[config.mk]
export PLATFORM = sky130hd
export DESIGN_NAME = sr165_scanner
export DESIGN_NICKNAME = d
export VERILOG_FILES = /design/src/rtl/sr165_scanner.sv
export SDC_FILE = /design/constraint.sdc
export NUM_CORES = 1
export LEC_CHECK = 0
export BUFFER_PORTS_ARGS = -buffer_cell sky130_fd_sc_hd__clkbuf_2
export CORE_MARGIN = 2
export CORE_UTILIZATION = 40
export CTS_CLUSTER_SIZE = 20
export DETAILED_ROUTE_END_ITERATION = 6
export SYNTH_ARGS = -nofsm -noshare
export SYNTH_HDL_FRONTEND = slang
export SYNTH_SLANG_ARGS = --single-unit
[constraint.sdc]
create_clock -name clk -period 3.2 [get_ports clk]
set_clock_uncertainty 0.15 [all_clocks]
set_input_delay 0.16 -clock clk [delete_from_list [all_inputs] [get_ports clk]]
set_output_delay 0.16 -clock clk [all_outputs]
set_load 0.02 [all_outputs]
[src/rtl/sr165_scanner.sv]
// sr165_scanner: scans a 74LV165-style chain, assembles an NBITS frame and debounces it over DEBOUNCE scans
module sr165_scanner #(
  parameter int NBITS = 16,
  parameter int DEBOUNCE = 3,
  parameter logic [NBITS-1:0] INIT = '1
) (
  input  logic             clk,
  input  logic             reset,
  input  logic             clken,
  input  logic             sr_data,
  output logic             sr_clk,
  output logic             sr_load_n,
  output logic [NBITS-1:0] frame,
  output logic             frame_valid,
  output logic             changed,
  output logic [NBITS-1:0] change_mask
);
  localparam int BW = $clog2(NBITS + 1);
  localparam int SW = $clog2(DEBOUNCE + 1);
  localparam logic [BW-1:0] LAST = BW'(NBITS - 1);
  localparam logic [SW-1:0] DB = SW'(DEBOUNCE);
  typedef enum logic [2:0] {IDLE, LOAD, LATCH, SHIFT_LO, SHIFT_HI, DONE} state_t;
  state_t state;
  logic [BW-1:0] bit_cnt;
  logic [SW-1:0] stable, stable_nx;
  logic [NBITS-1:0] sr, prev;
  logic same;
  assign same = sr == prev;
  assign stable_nx = !same ? SW'(1) : stable == DB ? stable : stable + 1'b1;
  // the last SHIFT_HI tick already holds the full raw frame, so results land as the FSM enters DONE
  always_ff @(posedge clk or posedge reset)
    if (reset) begin
      state <= IDLE;
      sr_clk <= 1'b0;
      sr_load_n <= 1'b1;
      frame <= INIT;
      prev <= INIT;
      frame_valid <= 1'b0;
      changed <= 1'b0;
      change_mask <= '0;
      stable <= '0;
      bit_cnt <= '0;
      sr <= '0;
    end else begin
      frame_valid <= 1'b0;
      changed <= 1'b0;
      if (clken)
        case (state)
          IDLE, DONE: begin
            sr_load_n <= 1'b0;
            state <= LOAD;
          end
          LOAD: begin
            sr_load_n <= 1'b1;
            bit_cnt <= '0;
            state <= LATCH;
          end
          LATCH: state <= SHIFT_LO;
          SHIFT_LO: begin
            sr <= (sr << 1) | NBITS'(sr_data);
            sr_clk <= 1'b1;
            state <= SHIFT_HI;
          end
          SHIFT_HI: begin
            sr_clk <= 1'b0;
            bit_cnt <= bit_cnt + 1'b1;
            state <= bit_cnt == LAST ? DONE : SHIFT_LO;
            if (bit_cnt == LAST) begin
              frame_valid <= 1'b1;
              stable <= stable_nx;
              if (!same) prev <= sr;
              if (stable_nx == DB && sr != frame) begin
                frame <= sr;
                change_mask <= frame ^ sr;
                changed <= 1'b1;
              end
            end
          end
          default: state <= IDLE;
        endcase
    end
endmodule
## Word-level counts from Yosys, hierarchy flattened

Index checks and enable logic that the tools add are counted.

- Flip-flop bits (word level): 78
- Latch bits: 0
- RAM bits: 0
- Memory bits (read-only): 0
- Input port bits: 4
- Output and inout bits: 36
- Logic and storage cells: 53
- Memories kept: 0

- $add $sub $neg: 2
- Multiply operators: 0
- Divide/modulo/power cells: 0
- $lt $le $gt $ge: 0
- Equality and inequality tests: 10
- Shift-type cells: 0
- Mux-type cells: 14
- Bitwise operators: 3
- Reductions and logical operators: 13

Operators with widths:

| kind | count |
|---|---|
| $eq 16x16->1 | 1 |
| $ne 16x16->1 | 1 |
| $or 16x1->16 | 1 |
| $xor 16x16->16 | 1 |
| $pmux 3 s5 | 1 |
| $pmux 5 s2 | 1 |
| $reduce_and 2->1 | 4 |
| $reduce_and 4->1 | 2 |
| $mux 1 | 7 |
| $eq 3x2->1 const B | 2 |
| $eq 3x3->1 const B | 2 |
| $reduce_bool 2->1 | 3 |
| $add 5x1->5 const B | 1 |
| $eq 5x4->1 const B | 1 |
| $eq 2x2->1 const B | 2 |
| $mux 2 | 2 |
| $pmux 1 s2 | 2 |
| $eq 3x1->1 const B | 1 |
| $logic_not 3->1 | 1 |
| $mux 3 | 1 |
| $reduce_and 3->1 | 1 |
| $add 2x1->2 const B | 1 |
| $reduce_or 2->1 | 1 |
| $logic_and 1x1->1 | 1 |
| $not 1->1 | 1 |

## Logic depth before layout (Yosys ltp)

Gate-level depths: netlist of run 1.

- Word-level depth: 9
- Mapped depth: 9
- Gate-level depth less buffers: 7

## Worst setup path after synthesis of run 1

Ideal clock, no wire load.

- Path kind: flip-flop to flip-flop
- Start point: reg bit_cnt[0]
- End point: reg change_mask[11]
- Library setup time: 0.127 ns
- Data arrival time: 2.020 ns
- Required time: 2.923 ns
- Slack: 0.903 ns
- Stages on the path, launching flop included: 10
- Path buffers: 2
- Clock period less this slack: 2.297 ns
- Cell sequence: dfrtp_1 > ha_1 > and3_1 > ha_1 > and3_1 > buf_2 > nand2_1 > a211oi_2 > buf_6 > mux2_1

- Longest elaborated chain between the ends: 2

Ends and longest elaborated chain:

| item | line | text |
|---|---|---|
| start: declaration | 24 | `logic [BW-1:0] bit_cnt;` |
| start signal: assignment | 66 | `bit_cnt <= bit_cnt + 1'b1;` |
| $eq 5x4->1 | 68 | `if (bit_cnt == LAST) begin` |
| $reduce_and 4->1 (no line) | -- |  |
| end signal: assignment | 74 | `change_mask <= frame ^ sr;` |
| end: declaration | 16 | `output logic [NBITS-1:0] change_mask` |

Every way passes these cells.
A chain may end at the register's enable or synchronous reset.

## Worst setup path after layout of run 1

- Start point: reg bit_cnt[0]
- End point: reg prev[12]

- Longest elaborated chain between the ends: 2

Ends and longest elaborated chain:

| item | line | text |
|---|---|---|
| $eq 5x4->1 | 68 |  |
| $reduce_and 4->1 (no line) | -- |  |
| end signal: assignment | 71 | `if (!same) prev <= sr;` |
| end: declaration | 26 | `logic [NBITS-1:0] sr, prev;` |

Every way passes these cells.

==> results of run 1 <==
[worst max path at each step]
stage,start,end,slack [ns],cells past startpoint
5_1_grt,bit_cnt[0]$_DFFE_PP0P_,prev[5]$_DFFE_PP1P_,0.46,6
3_5_place_dp,bit_cnt[0]$_DFFE_PP0P_,prev[10]$_DFFE_PP1P_,0.63,6
6_report,bit_cnt[0]$_DFFE_PP0P_,prev[12]$_DFFE_PP1P_,0.63,6
4_1_cts,bit_cnt[0]$_DFFE_PP0P_,prev[12]$_DFFE_PP1P_,0.60,6
3_3_place_gp,bit_cnt[0]$_DFFE_PP0P_,prev[5]$_DFFE_PP1P_,0.65,6
2_1_floorplan,bit_cnt[0]$_DFFE_PP0P_,change_mask[11]$_DFFE_PP0P_,0.90,9
[metal layers]
metal | track usage | vias to the layer above | share of wire
met5 | 0 | - | 0
met3 | 0.0295 | 9 | 0.032
met4 | 0.0673 | 0 | 0.017
li1 | - | 1031 | -
met2 | 0.222 | 37 | 0.45
met1 | 0.210 | 1048 | 0.50
[cell usage in the layout (no fill, tap or decap), drive strengths merged]
master       count
and2b            1
nor2             5
ha               2
o22ai            1
o31ai            1
xor2            20
nand2           12
nand4            4
clkinv           2
a211oi           2
inv             18
dlygate4sd3      3
nor3             1
nor2b            1
and3             2
mux2i           12
and2             1
or2              1
o221ai           1
o21ai           10
mux2            52
a22o             3
a31oi            1
xnor2           12
nand2b           2
a21oi            5
bufinv           2
clkbuf          49
dfrtp           45
nor4             7
buf              7
o211ai           1
clkinvlp         1
o2bb2ai          1
dfstp           33
nand3            2
[power by group through the flow]
stage	sequential [W]	clock, W	combinational (W)
after floorplan	0.00121	0	0.000400
after global placement	0.00127	0	0.000537
after detailed placement	0.00127	0	0.000543
after CTS	0.00126	0.000873	0.000550
after global routing	0.00128	0.000912	0.000616
final	0.00126	0.000843	0.000536
[tightest hold or removal path, delay by kind of cell]
| family | cells | cell delay [ns] |
|---|---|---|
| buf+inv | 4 | 0.99 |
[per-stage QoR]
stage	cell area (um^2)	util	power (W)	cells	worst slack, ns
6_report	4100	0.477	0.00263	431	0.630
5_1_grt	4100	0.477	0.00281	431	0.456
4_1_cts	4100	0.477	0.00268	431	0.601
3_5_place_dp	3840	0.446	0.00182	412	0.626
3_3_place_gp	3840	0.446	0.00181	412	0.650
2_1_floorplan	3500	-	0.00161	269	0.903
[kinds of logic (layout without fill, tap and decap cells)]
| kind of cell | after synthesis | after routing | synth area share |
|---|---|---|---|
| AO/OA/AOI/OAI | 26 | 26 | 0.0475 |
| XOR/XNOR | 32 | 32 | 0.0800 |
| adder cells (fa/ha/maj) | 2 | 2 | 0.00714 |
| buffers and inverters | 28 | 82 | 0.0379 |
| flip-flops | 78 | 78 | 0.569 |
| multiplexers | 64 | 64 | 0.202 |
| AND/OR/NAND/NOR | 39 | 39 | 0.0568 |
[registers in the layout, summed over array words and instances, names as in the netlist]
register	count
changed	1
sr_clk	1
frame	16
frame_valid	1
state	3
sr	16
sr_load_n	1
prev	16
bit_cnt	5
stable	2
change_mask	16
[layout make-up]
type	instances	area share
tap	108	0.0330
clock inverter	6	0.0229
sequential	78	0.486
inverter	17	0.0156
clock buffer	10	0.0336
timing repair buffer	49	0.0708
multi-input combinational	163	0.338
==> results.json, run 1 <==
{
  "status": "completed",
  "regToRegStartpoint": "bit_cnt[0]$_DFFE_PP0P_",
  "overflow": 0,
  "cts_max_path_buffers": 2,
  "yosysMostFrequentCell": "dfrtp_1",
  "yosys_warnings": 0,
  "crit_path_max_fanout": 17,
  "critPathRequiredTime_ns": 3.32,
  "cts_setup_buffers": 0,
  "areaGrowthSynthToFinish_pct": 17.0,
  "synth-edff-count": 0,
  "pwr-share-clk": 0.320,
  "combPwrFrac": 0.203,
  "hold_path.class": "input port to async pin",
  "slowest_delay_ns": 0.66,
  "yosys-top-cells-count": "45 x dfrtp_1, 33 x dfstp_2, 29 x mux2_2, 23 x mux2_1, 20 x xor2_1",
  "slew_headroom": 0.498,
  "p_leak_nw": 1.99,
  "synth_area_leader_cell": "dfrtp_1",
  "worst-path-buf-inv": 0,
  "swShare": 0.312,
  "io_pins": 40,
  "cts_resized": 0,
  "cts_tree": "done",
  "cts_made_buffers": 9,
  "drcViolationCount": 0,
  "fp.dieH_um": 97.6,
  "rsz0062_at_grt": "no",
  "cts-root-buf": "clkbuf_8",
  "ys_seq_area_frac": 0.569,
  "ys_ff_latch": 78,
  "ys_async_sr_fraction": 1.00,
  "slew_violations": 0,
  "synth_area_um2": 3500,
  "p_int_w": 0.00181,
  "setup_viol_count_final": 0,
  "initial_core_util": 0.408,
  "fin_crit_sh": 0.803,
  "drtIter0Drc": 26,
  "multi_input_area_um2": 1380,
  "synth_top_cells_by_area": "dfrtp_1 32%, dfstp_2 25%, mux2_2 9.3%, mux2_1 7.4%, xor2_1 5.0%",
  "cp_cell_sequence": "ha_1, and3_1, ha_1, and3_1, and2_1, mux2_2",
  "num_antenna_cells": 0,
  "crit_family": "simple AND/OR/NAND/NOR gates",
  "tns_ns": 0,
  "drive_gt1_frac": 0.393,
  "reg2reg_depth": 6,
  "antenna_found_initial": 0,
  "startpoint_type": "register",
  "fmax_mhz": 389,
  "yosysUniqueCellTypes": 36,
  "finalNetCount": 324,
  "arrival_ns": 2.69,
  "hold_ws_ns": 0.253,
  "gp_congestion": 0.750,
  "clk_latency_ns": 0.35,
  "portBuffers": 39,
  "netlist.area_leader.share": 0.322,
  "hold_violations": 0,
  "ant_nets": 0,
  "wl_per_cell_um": 14.8,
  "ctsHoldBuffers": 3,
  "core_region_area_um2": 8590,
  "r2r_slack_ns": 0.63,
  "grt_pass1_wl_um": 11300,
  "cp_slowest_cell": "and2_1",
  "reg2reg_to": "prev[12]$_DFFE_PP1P_",
  "synthFlopType": "dfrtp_1",
  "htreeDepth": 3,
  "via_per_inst": 4.93,
  "via_count": 2125,
  "grt_max_degree": 52,
  "syn_avg_cell_area_um2": 13.0,
  "syn_nets": 275,
  "drv_cap": 0,
  "tightestPinTransition_ns": 0.752,
  "critPathKind": "register to register",
  "rows": 34,
  "switchingPower_w": 0.000822,
  "p_seq_frac": 0.477,
  "final.fill_count": 775,
  "ir_drop_mv": 0.303,
  "clk_pin_slew_ns": 0.09,
  "end_kind": "register",
  "dieArea_um2": 9520,
  "period_needed_ns": 2.57,
  "netlist_instances": 269,
  "dr.pass1.iters": 4,
  "grt_pass1_vias": 2225,
  "power.density_nw_per_um2": 643,
  "register_area_um2": 1990,
  "wl_um": 6360,
  "dieWidth_um": 97.6,
  "grt_use_total": 0.149,
  "dp_hpwl_um": 4380,
  "clock-sinks": 78
}
No activity file was read; power rests on OpenSTA's default activity.
==> run 2, diff against run 1 <==
ABC_AREA = 1   (was not set)
clock period = 2.5 ns   (was 3.2 ns; I/O delays follow)
==> results.json, run 2 <==
{
  "status": "completed",
  "grt_max_degree": 41,
  "clock-sinks": 78,
  "ys_seq_area_frac": 0.533,
  "via_per_inst": 4.89,
  "p_int_w": 0.00221,
  "slowest_delay_ns": 0.55,
  "cts_tree": "done",
  "r2r_slack_ns": 0.42,
  "instances_no_fill": 629,
  "final_common_cell": "nand2_1",
  "gp_congestion": 0.790,
  "layout_common_cells": "215 x nand2_1, 45 x inv_1, 45 x dfrtp_1, 39 x clkbuf_2",
  "dp_hpwl_um": 5890,
  "register_area_um2": 1990,
  "fmax_mhz": 480,
  "rows": 35,
  "multi_input_area_um2": 1470,
  "yosysUniqueCellTypes": 26,
  "cp_slowest_cell": "dfstp_2",
  "cp_common_cell": "nand2_1",
  "ir_drop_mv": 0.324,
  "via_count": 3074,
  "areaGrowthSynthToFinish_pct": 15.9,
  "dieWidth_um": 101,
  "synth_area_leader_cell": "dfrtp_1",
  "drtIter0Drc": 149,
  "synthFlopType": "dfrtp_1",
  "setup_viol_count_final": 0,
  "grt_pass1_vias": 2878,
  "cts-root-buf": "clkbuf_8",
  "ys_async_sr_fraction": 1.00,
  "netlist_instances": 468,
  "cts_made_buffers": 9,
  "dieArea_um2": 10100,
  "wl_per_cell_um": 13.5,
  "portBuffers": 39,
  "antenna_found_initial": 0,
  "yosys-top-cells-count": "215 x nand2_1, 46 x inv_1, 45 x dfrtp_1, 33 x dfstp_2, 33 x nand4_1",
  "dp_cells": 610,
  "critPathKind": "register to register",
  "clk_pin_slew_ns": 0.09,
  "cts_max_path_buffers": 2,
  "drcViolationCount": 0,
  "cts_resized": 0,
  "overflow": 0,
  "syn_avg_cell_area_um2": 7.98,
  "slew_violations": 0,
  "htreeDepth": 3,
  "tns_ns": 0,
  "num_antenna_cells": 0,
  "hold_violations": 0,
  "fp.dieH_um": 101,
  "grt_use_total": 0.184,
  "p_seq_frac": 0.450,
  "yosys_warnings": 0,
  "swShare": 0.353,
  "power.density_nw_per_um2": 788,
  "drive_gt1_frac": 0.212,
  "hold_path.class": "input port to async pin",
  "grt_pass1_wl_um": 14500,
  "netlist.area_leader.share": 0.301,
  "end_kind": "register",
  "rsz0062_at_grt": "no",
  "switchingPower_w": 0.00120,
  "tightestPinTransition_ns": 0.685,
  "p_leak_nw": 2.21,
  "startpoint_type": "register",
  "final.fill_count": 912,
  "yosysMostFrequentCell": "nand2_1",
  "slew_headroom": 0.543,
  "drv_cap": 0,
  "dr.pass1.iters": 4,
  "synth_area_um2": 3740,
  "initial_core_util": 0.408,
  "fin_crit_sh": 0.833,
  "clk_latency_ns": 0.36,
  "finalNetCount": 519,
  "synth_top_cells_by_area": "dfrtp_1 30%, dfstp_2 23%, nand2_1 22%, nand4_1 5.5%, inv_1 4.6%",
  "period_needed_ns": 2.08,
  "synth-edff-count": 0,
  "pwr-share-clk": 0.315,
  "io_pins": 40,
  "combPwrFrac": 0.235,
  "syn_nets": 474,
  "wl_um": 8480,
  "cp_cell_sequence": "xnor2_1, nand2_1, nor2_1, nand2_1, nor2_4, buf_4, buf_4, nand4_1, nand2_1",
  "core_region_area_um2": 9150,
  "critPathRequiredTime_ns": 2.66,
  "crit_path_max_fanout": 21,
  "ant_nets": 0,
  "ys_ff_latch": 78,
  "arrival_ns": 2.24
}
-- run 2: power groups by stage --
stage	registers [W]	clock network (W)	logic (W)
2_1_floorplan	0.00153	0	0.000579
3_3_place_gp	0.00155	0	0.000784
3_5_place_dp	0.00155	0	0.000805
4_1_cts	0.00153	0.00109	0.000812
5_1_grt	0.00156	0.00115	0.000923
6_report	0.00154	0.00107	0.000803
-- run 2: critical path, delay by kind of cell (launching register included) --
family	cells	cell delay, ns
xor+xnor	1	0.12
buf+inv	2	0.50
flops	1	0.55
simple gates	6	0.72
-- run 2: cell type report --
| type | count | share of cell area |
|---|---|---|
| Clock buffer | 10 | 0.0295 |
| Clock inverter | 6 | 0.0214 |
| Inverter | 50 | 0.0436 |
| Multi-Input combinational cell | 323 | 0.340 |
| Sequential cell | 78 | 0.460 |
| Tap cell | 111 | 0.0321 |
| Timing Repair Buffer | 51 | 0.0734 |
-- run 2: through the flow --
stage	worst slack, ns	area, um^2	hold slack (ns)	total power [W]	util
after floorplan	0.285	3740	0.134	0.00211	-
after global placement	0.464	4080	0.0909	0.00234	0.446
after detailed placement	0.422	4080	0.0919	0.00236	0.446
after CTS	0.405	4330	0.259	0.00344	0.473
after global routing	0.208	4330	0.300	0.00363	0.473
final	0.418	4330	0.237	0.00341	0.473
-- run 2: final timing paths --
kind / startpoint / depth (start not counted) / end
hold reg to reg: prev[12]$_DFFE_PP1P_ / 2 / prev[12]$_DFFE_PP1P_
max in group asynchronous: reset / 4 / prev[11]$_DFFE_PP1P_
setup reg to reg: prev[5]$_DFFE_PP1P_ / 9 / change_mask[5]$_DFFE_PP0P_
hold / removal: reset / 3 / state[1]$_DFFE_PP0P_
setup / recovery: prev[5]$_DFFE_PP1P_ / 9 / change_mask[5]$_DFFE_PP0P_
min in group clk: prev[12]$_DFFE_PP1P_ / 2 / prev[12]$_DFFE_PP1P_
-- run 2: metal layers --
| layer | wire length (um) | GRT usage | vias to the layer above |
|---|---|---|---|
| met4 | 128 | 0.0706 | 0 |
| li1 | - | - | 1552 |
| met3 | 286 | 0.0277 | 10 |
| met1 | 4170 | 0.261 | 1466 |
| met5 | 0 | 0 | - |
| met2 | 3890 | 0.284 | 46 |
-- run 2: timing repair --
action | 4_1_cts | 5_1_grt
endpoints found under the hold margin | 26 | 0
buffers inserted | 0 | 0
hold buffers | 3 | 0
-- run 2: cells by family after synthesis --
group | after synthesis | share of synthesized area
compound gates | 26 | 0.0385
xor+xnor | 11 | 0.0258
fa+ha+maj | 2 | 0.00670
buf+inv | 67 | 0.0730
flops | 78 | 0.533
mux | 1 | 0.00268
simple gates | 283 | 0.320
==> run 3, diff against run 2 <==
clock period = 1.73 ns   (was 2.5 ns; I/O delays follow)
==> results.json, run 3 (same netlist as run 2, synthesis figures left out) <==
{
  "drive_gt1_frac": 0.410,
  "fmax_mhz": 533,
  "dieWidth_um": 101,
  "dp_hpwl_um": 6280,
  "clk_pin_slew_ns": 0.08,
  "drcViolationCount": 0,
  "p_leak_nw": 2.72,
  "drv_cap": 0,
  "final_common_cell": "nand2_1",
  "power.density_nw_per_um2": 1060,
  "grt_max_degree": 79,
  "setup_ws_ns": -0.147,
  "ir_drop_mv": 0.631,
  "dp_cells": 677,
  "wl_um": 9460,
  "place_ws_ns": -0.240,
  "dieArea_um2": 10100,
  "use_met3": 0.0284,
  "p_total_w": 0.00551,
  "clk_latency_ns": 0.36,
  "critPathKind": "register to register",
  "hold_path.class": "input port to async pin",
  "rows": 35,
  "reg2reg_depth": 10,
  "dr.pass1.iters": 4,
  "arrival_ns": 2.03,
  "via_per_inst": 4.76,
  "startpoint_type": "register",
  "tns_ns": -5.07,
  "violations": "setup timing",
  "register_area_um2": 2000,
  "clock-sinks": 78,
  "instances_no_fill": 714,
  "grt_pass1_wl_um": 15500,
  "crit_path_max_fanout": 10,
  "cts-root-buf": "clkbuf_8",
  "ant_nets": 0,
  "wl_per_cell_um": 13.2,
  "finalNetCount": 604,
  "areaGrowthSynthToFinish_pct": 39.5,
  "fin_crit_sh": 1.08,
  "hold_violations": 0,
  "slew_violations": 0,
  "period_needed_ns": 1.88,
  "use_met1": 0.268,
  "htreeDepth": 3,
  "setup_viol_count_final": 51,
  "final.fill_count": 803,
  "via_count": 3402,
  "antenna_found_initial": 0,
  "globalRoute.busiestLayer": "met2",
  "fp.dieH_um": 101,
  "tightestPinTransition_ns": 0.420,
  "end_kind": "register",
  "cts_tree": "done",
  "io_pins": 40,
  "core_region_area_um2": 9150,
  "num_antenna_cells": 0,
  "critPathRequiredTime_ns": 1.88,
  "use_met2": 0.319,
  "overflow": 0,
  "cts_max_path_buffers": 2,
  "multi_input_area_um2": 1620,
  "slew_headroom": 0.720,
  "grt_use_total": 0.196,
  "portBuffers": 39,
  "status": "finished, violations left",
  "grt_pass1_vias": 3253,
  "rsz0062_at_grt": "yes",
  "layout_common_cells": "183 x nand2_1, 79 x buf_4, 42 x inv_1, 41 x dfrtp_1, 39 x clkbuf_2",
  "gp_congestion": 0.837,
  "cts_made_buffers": 9,
  "initial_core_util": 0.408,
  "drtIter0Drc": 124
}
-- run 3: metal layers --
metal | vias to the layer above | part of all wire | wire length (um)
li1 | 1726 | - | -
met1 | 1609 | 0.47 | 4430
met2 | 54 | 0.48 | 4590
met3 | 13 | 0.033 | 311
met4 | 0 | 0.014 | 129
met5 | - | 0 | 0
-- run 3: where the power goes --
part	internal (W)	switching, W	total (W)
Sequential	0.00200	0.000215	0.00222
Clock	0.000713	0.000720	0.00143
Combinational	0.000860	0.00101	0.00187
-- run 3: layout make-up --
class / count / area share
repair buffers: 136 / 0.203
multi-input cells: 323 / 0.310
clock buffers: 10 / 0.0264
flip-flops and latches: 78 / 0.383
clock inverters: 6 / 0.0134
inverters: 50 / 0.0367
well taps: 111 / 0.0267
-- run 3: worst paths after layout --
kind / start / to / slack [ns]
setup / recovery: bit_cnt[0]$_DFFE_PP0P_ / change_mask[7]$_DFFE_PP0P_ / -0.15
hold / removal: reset / sr[14]$_DFFE_PP0P_ / 0.24
setup reg to reg: bit_cnt[0]$_DFFE_PP0P_ / change_mask[7]$_DFFE_PP0P_ / -0.15
hold reg to reg: change_mask[3]$_DFFE_PP0P_ / change_mask[3]$_DFFE_PP0P_ / 0.32
max in group asynchronous: reset / frame[3]$_DFFE_PP1P_ / 0.85
min in group clk: change_mask[3]$_DFFE_PP0P_ / change_mask[3]$_DFFE_PP0P_ / 0.32
-- run 3: per-stage QoR --
step	area, um^2	hold slack, ns	utilization
6_report	5210	0.236	0.569
5_1_grt	5210	0.299	0.569
4_1_cts	4990	0.243	0.545
3_5_place_dp	4630	0.0819	0.506
3_3_place_gp	4630	0.0771	0.506
2_1_floorplan	3750	0.0951	-
-- run 3: what timing repair did --
action | in CTS | in global routing
cloned | 1 | 1
hold buffers | 3 | 0
hold endpoints to repair | 50 | 0
setup buffers | 2 | 14
pin swaps | 5 | 4
resized for setup | 36 | 29
setup endpoints to repair | 51 | 52
-- run 3: worst max-delay path: stages (launching register included) --
cell	delay (ns)
dfrtp_1	0.37
ha_2	0.20
nand2_2	0.07
nor2_2	0.08
ha_2	0.22
nand2_4	0.08
nor2_4	0.18
buf_4	0.16
clkbuf_16	0.15
nand4_1	0.10
nand2_1	0.08
